--- src/rtl/dm_access_ctrl_if.sv ---
`default_nettype none
// +----------------------------------------------------------------------------+
// | dm_access_ctrl_if : CPU, bridge and data-memory signal bundle               |
// | Revision 1.0                                                                |
// +----------------------------------------------------------------------------+
interface dm_access_ctrl_if #(
    parameter int AW = 12
);
    logic          cpu_req;
    logic          cpu_we;
    logic [1:0]    cpu_size;
    logic          cpu_unsigned;
    logic [31:0]   cpu_addr;
    logic [31:0]   cpu_wdata;
    logic          cpu_stall;
    logic          cpu_done;
    logic [31:0]   cpu_rdata;
    logic          cpu_adel;
    logic          cpu_ades;

    logic          br_req;
    logic          br_we;
    logic [31:0]   br_addr;
    logic [31:0]   br_wdata;
    logic          br_done;
    logic [31:0]   br_rdata;

    logic          mem_en;
    logic          mem_we;
    logic [AW-1:0] mem_addr;
    logic [31:0]   mem_wdata;
    logic [31:0]   mem_rdata;

    // Controller side: serves requesters, drives the memory port.
    modport slave (
        input  cpu_req, cpu_we, cpu_size, cpu_unsigned, cpu_addr, cpu_wdata,
        output cpu_stall, cpu_done, cpu_rdata, cpu_adel, cpu_ades,
        input  br_req, br_we, br_addr, br_wdata,
        output br_done, br_rdata,
        output mem_en, mem_we, mem_addr, mem_wdata,
        input  mem_rdata
    );

    // Requester/memory side.
    modport master (
        output cpu_req, cpu_we, cpu_size, cpu_unsigned, cpu_addr, cpu_wdata,
        input  cpu_stall, cpu_done, cpu_rdata, cpu_adel, cpu_ades,
        output br_req, br_we, br_addr, br_wdata,
        input  br_done, br_rdata,
        input  mem_en, mem_we, mem_addr, mem_wdata,
        output mem_rdata
    );
endinterface
`default_nettype wire

--- src/rtl/dm_access_ctrl.sv ---
`default_nettype none
// +----------------------------------------------------------------------------+
// | dm_access_ctrl : data-memory sequencer/arbiter with load extension and     |
// |                  read-modify-write sub-word stores. Revision 1.0            |
// +----------------------------------------------------------------------------+
module dm_access_ctrl #(
    parameter int AW         = 12,
    parameter int STARVE_LIM = 4
) (
    input  logic             clk,
    input  logic             reset,
    dm_access_ctrl_if.slave  bus
);
    localparam int c_CNT_W = (STARVE_LIM < 1) ? 1 : $clog2(STARVE_LIM + 1);
    localparam logic [c_CNT_W-1:0] c_STARVE_MAX = c_CNT_W'(STARVE_LIM);

    typedef enum logic [2:0] {
        S_IDLE = 3'd0,
        S_RD   = 3'd1,
        S_WAIT = 3'd2,
        S_WR   = 3'd3,
        S_DONE = 3'd4,
        S_ERR  = 3'd5
    } state_t;

    state_t             r_state;
    state_t             w_next;
    logic               r_owner;     // 1 = bridge
    logic               r_we;
    logic [1:0]         r_size;
    logic               r_uns;
    logic [AW+1:0]      r_addr;
    logic [31:0]        r_wdata;
    logic [31:0]        r_rdata;
    logic [c_CNT_W-1:0] r_starve;

    logic               w_acc_cpu;
    logic               w_acc_br;
    logic               w_cpu_win;
    logic               w_cpu_mis;
    logic [7:0]         w_lb;
    logic [15:0]        w_lh;
    logic [31:0]        w_ext;
    logic [31:0]        w_merge;

    logic               w_cpu_done;
    logic               w_br_done;
    logic               w_mem_en;
    logic               w_mem_we;
    logic               w_unused;

    assign w_unused  = ^{bus.cpu_addr[31:AW+2], bus.br_addr[31:AW+2]};
    assign w_cpu_win = bus.cpu_req & ~(bus.br_req & (r_starve == c_STARVE_MAX));
    assign w_cpu_mis = ((bus.cpu_size == 2'b01) & bus.cpu_addr[0]) |
                       (bus.cpu_size[1] & (bus.cpu_addr[1:0] != 2'b00));

    always_ff @(posedge clk or negedge reset) begin
        if (!reset) begin
            r_state <= S_IDLE;
        end else begin
            r_state <= w_next;
        end
    end

    always_comb begin
        w_next     = r_state;
        w_acc_cpu  = 1'b0;
        w_acc_br   = 1'b0;
        w_cpu_done = 1'b0;
        w_br_done  = 1'b0;
        w_mem_en   = 1'b0;
        w_mem_we   = 1'b0;
        case (r_state)
            S_IDLE: begin
                if (w_cpu_win) begin
                    w_acc_cpu = 1'b1;
                    if (w_cpu_mis)
                        w_next = S_ERR;
                    else if (bus.cpu_we && bus.cpu_size[1])
                        w_next = S_WR;
                    else
                        w_next = S_RD;
                end else if (bus.br_req) begin
                    w_acc_br = 1'b1;
                    w_next   = bus.br_we ? S_WR : S_RD;
                end
            end
            S_RD: begin
                w_mem_en = 1'b1;
                w_next   = S_WAIT;
            end
            S_WAIT: w_next = r_we ? S_WR : S_DONE;
            S_WR: begin
                w_mem_en = 1'b1;
                w_mem_we = 1'b1;
                w_next   = S_DONE;
            end
            S_DONE: begin
                w_cpu_done = ~r_owner;
                w_br_done  = r_owner;
                w_next     = S_IDLE;
            end
            S_ERR: begin
                w_cpu_done = 1'b1;
                w_next     = S_IDLE;
            end
            default: w_next = S_IDLE;
        endcase
    end

    // Lane extraction for loads and lane insertion for sub-word stores.
    always_comb begin
        w_lb    = 8'h00;
        w_lh    = r_addr[1] ? bus.mem_rdata[31:16] : bus.mem_rdata[15:0];
        w_ext   = bus.mem_rdata;
        w_merge = bus.mem_rdata;
        case (r_addr[1:0])
            2'd0:    w_lb = bus.mem_rdata[7:0];
            2'd1:    w_lb = bus.mem_rdata[15:8];
            2'd2:    w_lb = bus.mem_rdata[23:16];
            default: w_lb = bus.mem_rdata[31:24];
        endcase
        case (r_size)
            2'b00: begin
                w_ext = {{24{w_lb[7] & ~r_uns}}, w_lb};
                w_merge[{r_addr[1:0], 3'b000} +: 8] = r_wdata[7:0];
            end
            2'b01: begin
                w_ext = {{16{w_lh[15] & ~r_uns}}, w_lh};
                w_merge[{r_addr[1], 4'b0000} +: 16] = r_wdata[15:0];
            end
            default: begin
                w_ext   = bus.mem_rdata;
                w_merge = r_wdata;
            end
        endcase
    end

    always_ff @(posedge clk or negedge reset) begin
        if (!reset) begin
            r_owner  <= 1'b0;
            r_we     <= 1'b0;
            r_size   <= 2'b00;
            r_uns    <= 1'b0;
            r_addr   <= '0;
            r_wdata  <= 32'h0;
            r_rdata  <= 32'h0;
            r_starve <= '0;
        end else begin
            if (w_acc_cpu) begin
                r_owner <= 1'b0;
                r_we    <= bus.cpu_we;
                r_size  <= bus.cpu_size;
                r_uns   <= bus.cpu_unsigned;
                r_addr  <= bus.cpu_addr[AW+1:0];
                r_wdata <= bus.cpu_wdata;
                r_rdata <= 32'h0;
                if (bus.br_req && (r_starve != c_STARVE_MAX))
                    r_starve <= r_starve + 1'b1;
            end else if (w_acc_br) begin
                r_owner  <= 1'b1;
                r_we     <= bus.br_we;
                r_size   <= 2'b10;
                r_uns    <= 1'b0;
                r_addr   <= bus.br_addr[AW+1:0];
                r_wdata  <= bus.br_wdata;
                r_rdata  <= 32'h0;
                r_starve <= '0;
            end
            if (r_state == S_WAIT) begin
                if (r_we)
                    r_wdata <= w_merge;
                else
                    r_rdata <= w_ext;
            end
        end
    end

    assign bus.cpu_done  = w_cpu_done;
    assign bus.cpu_stall = bus.cpu_req & ~w_cpu_done;
    assign bus.cpu_rdata = (w_cpu_done && r_state == S_DONE) ? r_rdata : 32'h0;
    assign bus.cpu_adel  = (r_state == S_ERR) & ~r_we;
    assign bus.cpu_ades  = (r_state == S_ERR) & r_we;
    assign bus.br_done   = w_br_done;
    assign bus.br_rdata  = w_br_done ? r_rdata : 32'h0;
    assign bus.mem_en    = w_mem_en;
    assign bus.mem_we    = w_mem_we;
    assign bus.mem_addr  = w_mem_en ? r_addr[AW+1:2] : '0;
    assign bus.mem_wdata = w_mem_we ? r_wdata : 32'h0;
endmodule
`default_nettype wire

--- src/flat_wrapper.sv ---
// flat-port wrapper written by rule: the top's interface ports become plain ports
module dm_access_ctrl_flat 
#(
    parameter int AW         = 12,
    parameter int STARVE_LIM = 4
)
  (clk, reset, bus_cpu_req, bus_cpu_we, bus_cpu_size, bus_cpu_unsigned, bus_cpu_addr, bus_cpu_wdata, bus_cpu_stall, bus_cpu_done, bus_cpu_rdata, bus_cpu_adel, bus_cpu_ades, bus_br_req, bus_br_we, bus_br_addr, bus_br_wdata, bus_br_done, bus_br_rdata, bus_mem_en, bus_mem_we, bus_mem_addr, bus_mem_wdata, bus_mem_rdata);
  dm_access_ctrl_if #(.AW(AW)) bus_i ();
  input  logic clk;
  input  logic reset;
  input wire logic [$bits(bus_i.cpu_req)-1:0] bus_cpu_req;
  input wire logic [$bits(bus_i.cpu_we)-1:0] bus_cpu_we;
  input wire logic [$bits(bus_i.cpu_size)-1:0] bus_cpu_size;
  input wire logic [$bits(bus_i.cpu_unsigned)-1:0] bus_cpu_unsigned;
  input wire logic [$bits(bus_i.cpu_addr)-1:0] bus_cpu_addr;
  input wire logic [$bits(bus_i.cpu_wdata)-1:0] bus_cpu_wdata;
  output wire logic [$bits(bus_i.cpu_stall)-1:0] bus_cpu_stall;
  output wire logic [$bits(bus_i.cpu_done)-1:0] bus_cpu_done;
  output wire logic [$bits(bus_i.cpu_rdata)-1:0] bus_cpu_rdata;
  output wire logic [$bits(bus_i.cpu_adel)-1:0] bus_cpu_adel;
  output wire logic [$bits(bus_i.cpu_ades)-1:0] bus_cpu_ades;
  input wire logic [$bits(bus_i.br_req)-1:0] bus_br_req;
  input wire logic [$bits(bus_i.br_we)-1:0] bus_br_we;
  input wire logic [$bits(bus_i.br_addr)-1:0] bus_br_addr;
  input wire logic [$bits(bus_i.br_wdata)-1:0] bus_br_wdata;
  output wire logic [$bits(bus_i.br_done)-1:0] bus_br_done;
  output wire logic [$bits(bus_i.br_rdata)-1:0] bus_br_rdata;
  output wire logic [$bits(bus_i.mem_en)-1:0] bus_mem_en;
  output wire logic [$bits(bus_i.mem_we)-1:0] bus_mem_we;
  output wire logic [$bits(bus_i.mem_addr)-1:0] bus_mem_addr;
  output wire logic [$bits(bus_i.mem_wdata)-1:0] bus_mem_wdata;
  input wire logic [$bits(bus_i.mem_rdata)-1:0] bus_mem_rdata;
  assign bus_i.cpu_req = bus_cpu_req;
  assign bus_i.cpu_we = bus_cpu_we;
  assign bus_i.cpu_size = bus_cpu_size;
  assign bus_i.cpu_unsigned = bus_cpu_unsigned;
  assign bus_i.cpu_addr = bus_cpu_addr;
  assign bus_i.cpu_wdata = bus_cpu_wdata;
  assign bus_cpu_stall = bus_i.cpu_stall;
  assign bus_cpu_done = bus_i.cpu_done;
  assign bus_cpu_rdata = bus_i.cpu_rdata;
  assign bus_cpu_adel = bus_i.cpu_adel;
  assign bus_cpu_ades = bus_i.cpu_ades;
  assign bus_i.br_req = bus_br_req;
  assign bus_i.br_we = bus_br_we;
  assign bus_i.br_addr = bus_br_addr;
  assign bus_i.br_wdata = bus_br_wdata;
  assign bus_br_done = bus_i.br_done;
  assign bus_br_rdata = bus_i.br_rdata;
  assign bus_mem_en = bus_i.mem_en;
  assign bus_mem_we = bus_i.mem_we;
  assign bus_mem_addr = bus_i.mem_addr;
  assign bus_mem_wdata = bus_i.mem_wdata;
  assign bus_i.mem_rdata = bus_mem_rdata;
  dm_access_ctrl #(.AW(AW), .STARVE_LIM(STARVE_LIM)) u_core (.clk(clk), .reset(reset), .bus(bus_i));
endmodule
--- config.mk ---
export PLATFORM = sky130hd
export DESIGN_NAME = dm_access_ctrl_flat
export DESIGN_NICKNAME = d
export VERILOG_FILES = /design/src/rtl/dm_access_ctrl_if.sv /design/src/rtl/dm_access_ctrl.sv /design/src/flat_wrapper.sv
export SDC_FILE = /design/constraint.sdc
export NUM_CORES = 1
export LEC_CHECK = 0
export CORE_UTILIZATION = 45
export CTS_CLUSTER_SIZE = 40
export DETAILED_ROUTE_END_ITERATION = 10
export GPL_TIMING_DRIVEN = 0
export MAX_ROUTING_LAYER = met4
export PLACE_DENSITY = 0.87
export RECOVER_POWER = 100
export SLEW_MARGIN = 25
export SYNTH_ARGS = -nofsm -noshare
export SYNTH_HDL_FRONTEND = slang
export SYNTH_SLANG_ARGS = --single-unit
--- constraint.sdc ---
create_clock -name clk -period 6.1 [get_ports clk]
set_clock_uncertainty 0.15 [all_clocks]
set_input_delay 0.915 -clock clk [delete_from_list [all_inputs] [get_ports clk]]
set_output_delay 0.915 -clock clk [all_outputs]
set_load 0.005 [all_outputs]
==> metrics.md, run 1 <==
| Metric | Value |
|---|---|
| Final count of negative-setup-slack endpoints | 0 |
| Worst Path Required | 6.17 ns |
| Crit path kind | input pin to flip-flop |
| Vias | 6798 |
| Initial core utilization | 0.468 |
| Relative max-transition margin | -0.417 |
| First-pass GRT wire length | 35100 um |
| Hold Vio Cnt, Final | 0 |
| Final Wtd Congestion | 0.972 |
| Mapped Area | 6000 um2 |
| Worst-skew pair later-pin latency | 0.35 ns |
| Multi-input gate area | 3450 um2 |
| Gr ovfl total | 0 |
| Critical Path AT | 4.76 ns |
| DRC | 0 |
| Syn Nets | 896 |
| Wirelength, routed | 22600 um |
| Max frequency | 213 MHz |
| Die H | 117 um |
| Failing checks | max-capacitance violations, max-slew violations |
| Most numerous cell in the Yosys netlist | dfrtp_1 |
| Filler cell count | 1061 |
| Seq cells post-synth | 89 |
| Switch Pwr | 1510 uW |
| Largest fanout on the critical path | 8 |
| Root Buffer | clkbuf_16 |
| Max Slew Vio Count | 36 |
| Final ANT Viol Nets | 0 |
| Area grow syn2layout | 48.7% |
| Sequential-to-total area share from yosys stat | 0.371 |
| Core ar. | 12800 um2 |
| Vias per cell | 5.89 |
| Post-synth top area cell | dfrtp_1 |
| Synth top area share | 0.371 |
| Hold buffer count at CTS | 0 |
| Hold Path Class | flip-flop to flip-flop |
| Total GRT Usage | 0.335 |
| # port buffers | 246 |
| Clock Tree Buf Depth | 2 |
| Average size of a mapped cell | 8.34 um2 |
| Internal power | 1890 uW |
| Actual slew at the worst max-slew pin | 2.07 ns |
| Clock transition at the registers of the reported paths | 0.06 ns |
| Die area | 13800 um2 |
| CP endpoint kind | flip-flop |
| Post-layout util | 0.696 |
| Netlist cell types | 50 |
| Vias in the first global route | 6486 |
| Post-Synthesis Cells | 719 |
| Sequential cell area | 2230 um2 |
| RSZ-0062 raised after global routing | false |
| Synthesis Warnings | 0 |
| CTS tree | yes |
| Post-layout min period | 4.68 ns |
| Clock Power Share | 0.154 |
| Switch share | 0.444 |
| Status | finished, violations left |
| Sequential power share | 0.316 |
| Largest net degree at the start of global routing | 63 |
| Setup_tns | 0 ns |
| Power per cell area | 381 nW/um2 |
| Cell leakage power | 0.00388 uW |
| Post-synth top cells | dfrtp_1, nand2_1, and2_1 |
| CP startpoint kind | input pin |
| Number of diodes | 0 |
| Drt wl/cell | 19.6 um |
| 1st-iter DRT viols | 602 |
| Total CTS buffers | 9 |
| Async SR Flop Fraction | 1.00 |
| Combinational power share | 0.530 |
| Fin crit share | 0.768 |
| Layout cells sized above 1 | 0.0285 |
| Most common flop cell mapped by yosys | dfrtp_1 |
| Maxcap violations | 2 |
| CTS resizes | 0 |
| Die X | 117 um |
| Total I/O pin count | 284 |
| Post-synth EDFFs | 0 |
| Max VDD drop | 195 uV |
| Nets | 1154 |
| Initial antenna violation count | 0 |
| Synth area leaders | dfrtp_1, and2_1, nand2_1 |
| HPWL Detailed | 17700 um |
| Clock Sinks | 89 |
| Drt first pass iters | 5 |
| Row count | 41 |
| Post-CTS setup buffers | 0 |
| # H-tree levels | 3 |
worst paths after layout:
| path | start | to | slack, ns | cells past startpoint |
|---|---|---|---|---|
| max | bus_br_req | u_core.r_wdata[12]$_DFFE_PN0P_ | 1.42 | 5 |
| min | u_core.r_wdata[24]$_DFFE_PN0P_ | u_core.r_wdata[24]$_DFFE_PN0P_ | 0.33 | 1 |
| max reg2reg | u_core.r_state[1]$_DFFE_PN0P_ | u_core.r_wdata[12]$_DFFE_PN0P_ | 1.92 | 5 |
| min reg2reg | u_core.r_wdata[24]$_DFFE_PN0P_ | u_core.r_wdata[24]$_DFFE_PN0P_ | 0.33 | 1 |
| max in group asynchronous | reset | u_core.r_wdata[4]$_DFFE_PN0P_ | 4.01 | 2 |
| min in group asynchronous | reset | u_core.r_rdata[5]$_DFF_PN0_ | 0.80 | 1 |
cell families after synthesis:
family          share of synthesized area
compound gates                      0.267
fa+ha+maj                          0.0167
simple gates                        0.253
buf+inv                            0.0488
mux                                0.0436
flops                               0.371
cells in the final DEF, fill, tap and decap left out, types with 8 or more instances in the layout:
cell / instances
nor2b_1: 10
and3_1: 34
nand3_1: 28
ha_1: 8
and2_1: 28
dlygate4sd3_1: 63
clkbuf_16: 9
nor2_1: 31
a22oi_1: 30
nand2_1: 88
mux2i_1: 25
clkbuf_1: 55
a221o_1: 13
a22o_1: 11
dfrtp_1: 89
a221oi_1: 13
a21oi_1: 51
a211o_1: 9
clkdlybuf4s50_1: 182
and2_0: 50
o21ai_0: 59
inv_1: 9
state kept, by name (all words and copies together) (netlist names):
name             count
u_core.r_addr       14
u_core.r_wdata      32
u_core.r_state       3
u_core.r_rdata      32
u_core.r_starve      3
u_core.r_owner       1
u_core.r_size        2
u_core.r_we          1
u_core.r_uns         1
worst max-delay path: stages:
cell	delay [ns]
dlygate4sd3_1	0.62
nor3_1	0.11
a2111oi_0	1.67
o21ai_0	0.95
a211o_1	0.49
power groups by stage:
stage,registers (uW),clock network (uW),logic [uW]
floorplan,993,0,1180
global route,1100,551,1970
detailed placement,1070,0,1820
global placement,1060,0,1770
CTS,1060,525,1830
finish,1070,525,1800
area by class of cell:
type / instances / area share
multi-input combinational: 559 / 0.386
timing repair buffer: 247 / 0.278
sequential: 89 / 0.250
clock buffer: 14 / 0.0296
buffer: 61 / 0.0266
tap: 172 / 0.0241
inverter: 10 / 0.00421
clock inverter: 2 / 0.00140
layer usage:
metal	global-route usage	up-vias	routed length (um)
li1	-	3136	-
met1	0.422	3181	9030
met2	0.544	437	10700
met3	0.0649	44	2380
met4	0.108	0	475
met5	-	-	0
per-stage QoR:
step                      power, uW  hold WS [ns]  std cells  worst slack (ns)  cell area (um2)
after floorplan                2170         0.292        719              3.54             6000
after global placement         2830         0.302       1137             0.776             8680
after detailed placement       2890         0.315       1138              2.22             8710
after CTS                      3420         0.284       1154              1.84             8980
after global routing           3620         0.357       1154              1.34             8920
final                          3400         0.327       1154              1.42             8920
(Power assumes the default switching activity.)
==> inputs of run 2 (changes only) <==
- CORE_UTILIZATION: 45 -> 42
- PLACE_DENSITY: 0.87 -> 0.82
- clock period: 6.1 -> 4.65 ns (I/O delays scaled with it)
==> metrics.md, run 2 (synthesized netlist as in run 1, its figures left out) <==
| Metric | Value |
|---|---|
| Status | finished, violations left |
| Failing checks | max-capacitance violations, max-slew violations |
| Fin crit share | 0.887 |
| Largest fanout on the critical path | 10 (+2) |
| Clock Sinks | 89 (unchanged) |
| Crit path largest cell delay | 1.88 ns (+0.21 ns) |
| Crit path kind | input pin to flip-flop |
| Wirelength, routed | 22600 um (about the same) |
| Max frequency | 242 MHz |
| Clock Tree Buf Depth | 2 (unchanged) |
| Sequential cell area | 2230 um2 (unchanged) |
| Slowest-stage cell, CP | a2111oi_0 |
| Area grow syn2layout | 49.6% |
| Maxcap violations | 2 (unchanged) |
| Worst Hold Endpoint | u_core.r_wdata[24]$_DFFE_PN0P_ |
| Initial core utilization | 0.432 (-0.0356) |
| Worst Hold Depth | 1 (unchanged) |
| Dpl cells | 1146 (+0.70%) |
| Total I/O pin count | 284 (unchanged) |
| Largest regs | u_core.r_rdata (32), u_core.r_wdata (32), u_core.r_addr (14) |
| R2R cell count | 10 (+5) |
| Post-CTS setup buffers | 0 (unchanged) |
| DRC | 0 (unchanged) |
| # port buffers | 246 (unchanged) |
| Power per cell area | 510 nW/um2 (+34%) |
| Total CTS buffers | 9 (unchanged) |
| Setup_tns | 0 ns (unchanged) |
| Total GRT Usage | 0.321 (-0.0143) |
| Commonest non-fill, non-tap cell in the layout | clkdlybuf4s50_1 |
| HPWL Detailed | 17800 um (+0.50%) |
| Worst Min Path Start | u_core.r_wdata[24]$_DFFE_PN0P_ |
| Post-layout min period | 4.13 ns |
| Non-Filler Instances | 1162 (+0.69%) |
| R2r endpoint | u_core.r_rdata[24]$_DFF_PN0_ |
| Drt wl/cell | 19.5 um (-0.62%) |
| Hold Vio Cnt, Final | 0 (unchanged) |
| Hold WS | 0.332 ns (+0.00518 ns) |
| Nets | 1154 (unchanged) |
| Worst Path Required | 4.73 ns (-1.44 ns) |
| Final count of negative-setup-slack endpoints | 0 (unchanged) |
| Row count | 43 (+4.9%) |
| Most frequent cells in the layout | clkdlybuf4s50_1, dfrtp_1, nand2_1 |
| Die X | 122 um (+3.4%) |
| CTS resizes | 0 (unchanged) |
| Die area | 14800 um2 (+7.0%) |
| Worst-skew pair later-pin latency | 0.35 ns (about the same) |
| Max VDD drop | 299 uV (+54%) |
| Final ANT Viol Nets | 0 (unchanged) |
| # H-tree levels | 3 (unchanged) |
| CP endpoint kind | flip-flop |
| Relative max-transition margin | -0.700 (-0.283) |
| Largest net degree at the start of global routing | 48 (-24%) |
| Multi-input gate area | 3450 um2 (+0.22%) |
| Gr ovfl total | 0 (unchanged) |
| RSZ-0062 raised after global routing | false |
| Vias in the first global route | 6442 (-0.68%) |
| Filler cell count | 1226 (+16%) |
| Hold Path Class | flip-flop to flip-flop |
| Hold buffer count at CTS | 0 (unchanged) |
| Drt first pass iters | 5 (unchanged) |
| Core ar. | 13900 um2 (+8.2%) |
| Critical Path AT | 4.21 ns (-0.55 ns) |
| RR Startpoint | u_core.r_addr[1]$_DFFE_PN0P_ |
| Cell leakage power | 0.00393 uW (+1.3%) |
| Vias | 6757 (-0.60%) |
| CTS tree | yes |
| Max Slew Vio Count | 56 (+56%) |
| Worst slack at placement | 1.13 ns (-1.10 ns) |
| Initial antenna violation count | 0 (unchanged) |
| Final Wtd Congestion | 0.947 (-2.6%) |
| Clock transition at the registers of the reported paths | 0.07 ns (about the same) |
| Vias per cell | 5.81 (-1.3%) |
| First-pass GRT wire length | 35100 um (-0.14%) |
| Root Buffer | clkbuf_16 |
| Number of diodes | 0 (unchanged) |
| CP startpoint kind | input pin |
| Layout cells sized above 1 | 0.0336 (+0.00509) |
| Actual slew at the worst max-slew pin | 2.55 ns (+0.479 ns) |
| 1st-iter DRT viols | 614 (+2.0%) |
| Post-layout worst setup margin | 0.525 ns (-0.891 ns) |
| Post-layout util | 0.646 (-0.0494) |
| Chain of cells forming the critical path | clkdlybuf4s50_1 > nor3_1 > a2111oi_0 > nand2_2 > a221o_1 |
| Die H | 122 um (+3.4%) |
| Crit. Startpoint | bus_br_req |
| R2r setup slk | 0.90 ns (-1.02 ns) |
==> run 2: changes by cell type in the layout (fill, tap and decap cells not counted), sizes merged <==
| cell | before | now |
|---|---|---|
| clkdlybuf4s50 | 182 | 176 |
| dlygate4sd3 | 63 | 69 |
| clkbuf | 66 | 63 |
| bufinv | 0 | 2 |
| buf | 11 | 12 |
==> run 2: layout make-up <==
cell class | count | area share
Inverter | 10 | 0.00418
Timing Repair Buffer | 247 | 0.274
Buffer | 61 | 0.0273
Clock buffer | 12 | 0.0275
Multi-Input combinational cell | 559 | 0.385
Clock inverter | 4 | 0.00851
Sequential cell | 89 | 0.248
Tap cell | 180 | 0.0251
==> run 2: worst max path at each step <==
stage,cells after the start,end
finish,5,u_core.r_wdata[31]$_DFFE_PN0P_
global route,5,u_core.r_wdata[28]$_DFFE_PN0P_
CTS,7,bus_cpu_rdata[29]
detailed placement,7,bus_cpu_rdata[29]
global placement,1,u_core.r_rdata[27]$_DFF_PN0_
floorplan,10,u_core.r_rdata[21]$_DFF_PN0_
==> run 2: metrics by stage <==
step	power, uW	cell area, um2
after global routing	4870	8970
after floorplan	2850	6000
after detailed placement	3790	8710
after global placement	3720	8690
final	4570	8970
after CTS	4600	9030
==> run 2: power breakdown <==
group	leakage, uW	total (uW)	switching, uW	internal, uW
Combinational	0.00264	2370	1390	974
Clock	0.000153	801	314	487
Sequential	0.00114	1410	285	1120
Total	0.00393	4570	1990	2580
==> run 2: metal layers <==
metal / track usage / vias to the layer above / part of all wire / wire length [um]
li1: - / 3146 / - / -
met1: 0.411 / 3182 / 0.41 / 9290
met2: 0.514 / 377 / 0.47 / 10700
met3: 0.0512 / 52 / 0.093 / 2110
met4: 0.114 / 0 / 0.025 / 573
met5: - / - / 0 / 0
==> run 2: critical path: cells and delay by family <==
family	cells	cell delay, ns
AND/OR/NAND/NOR	2	0.57
buffers and inverters	1	0.55
AO/OA/AOI/OAI	2	2.39
